File: config.mk
export PLATFORM = sky130hd
export DESIGN_NAME = a2d_seq
export DESIGN_NICKNAME = d
export VERILOG_FILES = /design/src/rtl/a2d_seq.sv
export SDC_FILE = /design/constraint.sdc
export NUM_CORES = 1
export LEC_CHECK = 0
export ABC_AREA = 1
export ABC_CLOCK_PERIOD_IN_PS = 5100
export CAP_MARGIN = 0
export CORE_MARGIN = 1.5
export CORE_UTILIZATION = 44
export CTS_BUF_LIST = sky130_fd_sc_hd__clkbuf_2 sky130_fd_sc_hd__clkbuf_4 sky130_fd_sc_hd__clkbuf_8
export CTS_CLUSTER_DIAMETER = 30
export DETAILED_ROUTE_END_ITERATION = 12
export GPL_TIMING_DRIVEN = 0
export PLACE_DENSITY = 0.83
export SYNTH_ARGS = -nofsm -noshare
export SYNTH_HDL_FRONTEND = slang
export SYNTH_SLANG_ARGS = --single-unit
File: constraint.sdc
create_clock -name clk -period 5.1 [get_ports clk]
set_input_delay 1.53 -clock clk [delete_from_list [all_inputs] [get_ports clk]]
set_output_delay 1.53 -clock clk [all_outputs]
set_load 0.01 [all_outputs]
File: src/rtl/a2d_seq.sv
`default_nettype none
// ============================================================================
// Module   : a2d_seq
// Brief    : Round-robin A2D sequencer (left, right, battery) over a shared
//            SPI master, two transactions per channel, with timeout abort.
// Revision : 1.0 - initial release
// ============================================================================
module a2d_seq #(
    parameter logic [2:0] LFT_CH  = 3'd0,
    parameter logic [2:0] RGHT_CH = 3'd4,
    parameter logic [2:0] BATT_CH = 3'd5,
    parameter logic [9:0] TMO     = 10'd1000
) (
    input  logic        clk,
    input  logic        rst,
    input  logic        nxt,
    input  logic        spi_done,
    input  logic [15:0] spi_rd_data,
    output logic        spi_wrt,
    output logic [15:0] spi_cmd,
    output logic [11:0] lft_ld,
    output logic [11:0] rght_ld,
    output logic [11:0] batt,
    output logic        busy,
    output logic        rnd_done,
    output logic        tmo_err
);

    localparam logic [2:0] IDLE  = 3'd0;
    localparam logic [2:0] CMD   = 3'd1;
    localparam logic [2:0] WAIT1 = 3'd2;
    localparam logic [2:0] RD    = 3'd3;
    localparam logic [2:0] WAIT2 = 3'd4;

    localparam logic [1:0] c_IDX_LFT  = 2'd0;
    localparam logic [1:0] c_IDX_RGHT = 2'd1;
    localparam logic [1:0] c_IDX_BATT = 2'd2;

    // Abort on the edge where the counter would reach TMO-1, so tmo_err
    // lands exactly TMO cycles after the strobe that opened the wait.
    localparam logic [9:0] c_TMO_LAST = TMO - 10'd2;

    logic [2:0]  r_state;
    logic [1:0]  r_idx;
    logic [9:0]  r_cnt;
    logic [15:0] r_cmd;
    logic [11:0] r_lft;
    logic [11:0] r_rght;
    logic [11:0] r_batt;
    logic        r_rnd_done;
    logic        r_tmo_err;

    logic [2:0]  w_nxt_ch;
    logic        w_tmo_hit;
    logic        w_unused_rd_hi;

    assign w_unused_rd_hi = ^spi_rd_data[15:12];
    assign w_tmo_hit      = (r_cnt == c_TMO_LAST);

    // Channel number of the channel following the current one.
    always_comb begin
        w_nxt_ch = RGHT_CH;
        if (r_idx == c_IDX_RGHT) begin
            w_nxt_ch = BATT_CH;
        end
    end

    always_ff @(posedge clk or posedge rst) begin
        if (rst) begin
            r_state    <= IDLE;
            r_idx      <= c_IDX_LFT;
            r_cnt      <= 10'd0;
            r_cmd      <= 16'h0000;
            r_lft      <= 12'h000;
            r_rght     <= 12'h000;
            r_batt     <= 12'h000;
            r_rnd_done <= 1'b0;
            r_tmo_err  <= 1'b0;
        end else begin
            r_rnd_done <= 1'b0;
            r_tmo_err  <= 1'b0;
            case (r_state)
                IDLE: begin
                    if (nxt) begin
                        r_state <= CMD;
                        r_idx   <= c_IDX_LFT;
                        r_cmd   <= {2'b00, LFT_CH, 11'h000};
                    end
                end
                CMD: begin
                    r_state <= WAIT1;
                    r_cnt   <= 10'd0;
                end
                WAIT1: begin
                    if (spi_done) begin
                        r_state <= RD;
                    end else if (w_tmo_hit) begin
                        r_state   <= IDLE;
                        r_tmo_err <= 1'b1;
                    end else begin
                        r_cnt <= r_cnt + 10'd1;
                    end
                end
                RD: begin
                    r_state <= WAIT2;
                    r_cnt   <= 10'd0;
                end
                WAIT2: begin
                    if (spi_done) begin
                        case (r_idx)
                            c_IDX_LFT:  r_lft  <= spi_rd_data[11:0];
                            c_IDX_RGHT: r_rght <= spi_rd_data[11:0];
                            default:    r_batt <= spi_rd_data[11:0];
                        endcase
                        if (r_idx == c_IDX_BATT) begin
                            r_state    <= IDLE;
                            r_rnd_done <= 1'b1;
                        end else begin
                            r_state <= CMD;
                            r_idx   <= r_idx + 2'd1;
                            r_cmd   <= {2'b00, w_nxt_ch, 11'h000};
                        end
                    end else if (w_tmo_hit) begin
                        r_state   <= IDLE;
                        r_tmo_err <= 1'b1;
                    end else begin
                        r_cnt <= r_cnt + 10'd1;
                    end
                end
                default: begin
                    r_state <= IDLE;
                end
            endcase
        end
    end

    assign spi_wrt  = (r_state == CMD) || (r_state == RD);
    assign busy     = (r_state != IDLE);
    assign spi_cmd  = r_cmd;
    assign lft_ld   = r_lft;
    assign rght_ld  = r_rght;
    assign batt     = r_batt;
    assign rnd_done = r_rnd_done;
    assign tmo_err  = r_tmo_err;

endmodule
`default_nettype wire

==> impl_metrics.yaml <==
status:
  status: "finished, final reports clean"
power:
  power_switching_share_pct: 34.78
  p_seq_share_pct: 40.0
  ir_worst_vdd_v: 0.0002094
  p_leak_uw: 0.001666
  p_int_uw: 1144
  pwr-share-clk_pct: 16.7
  powerDensity_nw_per_um2: 505.4
  total_power_uw: 1754
  switching_power_uw: 610.1
  p_comb_share_pct: 43.3
job:
  maxCapViolations: 0
logic_synthesis:
  synth_top_cell_by_area: "dfrtp_1"
  synth_edf_count: 0
  synth_cells: 297
  synth.area.top_cells: "dfrtp_1 52%, nand2_1 11%, buf_4 4.3%"
  ys_seq_area_share_pct: 52.41
  ys_types: 27
  syn_area_um2: 2626
  synth.avg_cell_area_um2: 8.843
  yosysTopAreaCellShare_pct: 52.41
  synth-main-ff-cell: "dfrtp_1"
  ys_ff_latch: 55
  synth_common_cells: "79 x nand2_1, 55 x dfrtp_1, 30 x inv_1"
  synth.most_common_cell: "nand2_1"
  yosys_warnings: 0
  ys_async_sr_fraction_pct: 100.0
worst_setup_path:
  cp.required_ns: 3.57
  cp_max_fo: 6
  worstSetupStartpointType: "flip-flop"
  crit_arrival_ns: 1.56
  path_class: "reg -> out"
  end_kind: "output port"
detailed_routing:
  viasPerCell: 4.806
  drc: 0
  vias: 2153
  first_pass_iters: 4
  routedWlPerCell_um: 12.93
  drt_iter0_drc: 121
  ant_nets: 0
  routed_wl_mm: 5.793
sta:
  drv_slew: 0
  setup-tns-final_ns: 0
  period_needed_ns: 3.089
  hold_violations: 0
  min_period_over_period_pct: 60.57
  setup_slack_ns: 2.011
  skew_ns: 0.009653
  rsz0062_at_grt: "false"
  max_freq_mhz: 323.7
  setup-violations-final: 0
clock_tree:
  cts_htree_levels: 2
  post_cts_resized: 0
  clkLatencyLatePin_ns: 0.30
  cts_hold_buf: 0
  clock-sinks: 55
  clkSlewWorstSetupHoldPaths_ns: 0.10
  clk_path_buf_depth: 2
  post_cts_buffers: 0
  cts_buffers: 5
  clockRootBuffer: "clkbuf_8"
  cts_tree: "done"
floorplan:
  placementRows: 27
  dieArea_um2: 6441
  ioPinCount: 76
  initial_core_util_pct: 46.55
  die_x_um: 80.26
  core_um2: 5642
  die_y_um: 80.26
finish:
  final_core_util_pct: 61.52
  drive_gt1_share_pct: 10.64
  nNetsFinal: 400
  area_growth_pct: 32.16
  antenna_cells: 0
  stdcell_count: 448
grt:
  grt_remaining_overflow: 0
  globalRouteTotalUtil_pct: 19.40
  grt_pass1_wl_mm: 9.466
  grt_max_degree: 40
  antenna_found_initial: 0
  grt_pass1_vias: 1995
place:
  placed_cells: 440
  gp_congestion: 0.8924
  io_buffers: 57
  place_ws_ns: 2.083
  place_hpwl_mm: 4.484
min_path:
  hp-class: "reg -> reg"
==> per-stage QoR <==
| stage | area (um2) | hold slack [ns] |
|---|---|---|
| final | 3471 | 0.4846 |
| after CTS | 3471 | 0.4928 |
| after global routing | 3471 | 0.5189 |
| after global placement | 3336 | 0.4587 |
| after floorplan | 2675 | 0.4675 |
| after detailed placement | 3356 | 0.4685 |
==> critical path, stage by stage (launching register included) <==
cell             delay, ns
dfrtp_1               0.44
inv_1                 0.13
nand2_1               0.14
clkdlybuf4s50_1       0.55
==> registers in the layout (all words and copies together), names as in the netlist, 2 cells and up <==
signal,flops
batt,12
lft_ld,12
r_cnt,10
r_idx,2
r_state,3
rght_ld,12
spi_cmd,2
==> cell families (layout without fill, tap and decap cells) <==
group / Yosys count / count (layout) / share of synthesized area [%]
simple gates: 135 / 135 / 23.25
flops: 55 / 55 / 52.41
buf+inv: 54 / 120 / 10.96
compound gates: 43 / 43 / 9.528
fa+ha+maj: 5 / 5 / 2.382
xor+xnor: 4 / 4 / 1.334
other cells: 1 / 14 / 0.1428
==> power groups by stage <==
stage               sequential [uW]  combinational, uW  clock [uW]
finish                          701                760         293
CTS                             703                770         297
floorplan                       760                306           0
detailed placement              711                767           0
global placement                704                742           0
global route                    723                831         320
==> layout make-up <==
type	count	area (um2)
Multi-Input combinational cell	201	1011
Inverter	32	122.6
Clock inverter	2	38.79
Fill cell	492	2171
Clock buffer	6	76.32
Sequential cell	55	1376
Timing Repair Buffer	58	590.6
Tap cell	72	90.09
Buffer	22	165.2
==> routing by layer <==
metal	wire [um]	part of all wire, %	GRT usage, %	vias up
met2	2930	51	32.10	65
li1	-	-	-	1066
met3	283	4.9	3.523	9
met4	99	1.7	6.724	0
met5	0	0	0	-
met1	2479	43	25.51	1013
==> placed cells by master, fill, tap and decap left out, types with 14 or more instances in the layout <==
cell	n
nand3_1	22
dfrtp_1	55
inv_1	29
o21ai_1	15
nand2_1	79
nor2_1	20
buf_4	15
conb_1	14
clkdlybuf4s50_1	57
o21ai_0	14
==> path summary, 6_finish.rpt <==
kind                              from           to  slack, ns  depth (start not counted)
setup / recovery            r_state[2]         busy       2.01                          3
min in group asynchronous          rst    lft_ld[7]       1.53                          2
hold reg to reg            spi_cmd[13]  spi_cmd[13]       0.48                          2
max in group asynchronous          rst    lft_ld[8]       3.03                          3
setup reg to reg              r_cnt[0]     r_cnt[2]       3.42                          9
hold / removal             spi_cmd[13]  spi_cmd[13]       0.48                          2
No activity file was read; power rests on OpenSTA's default activity.
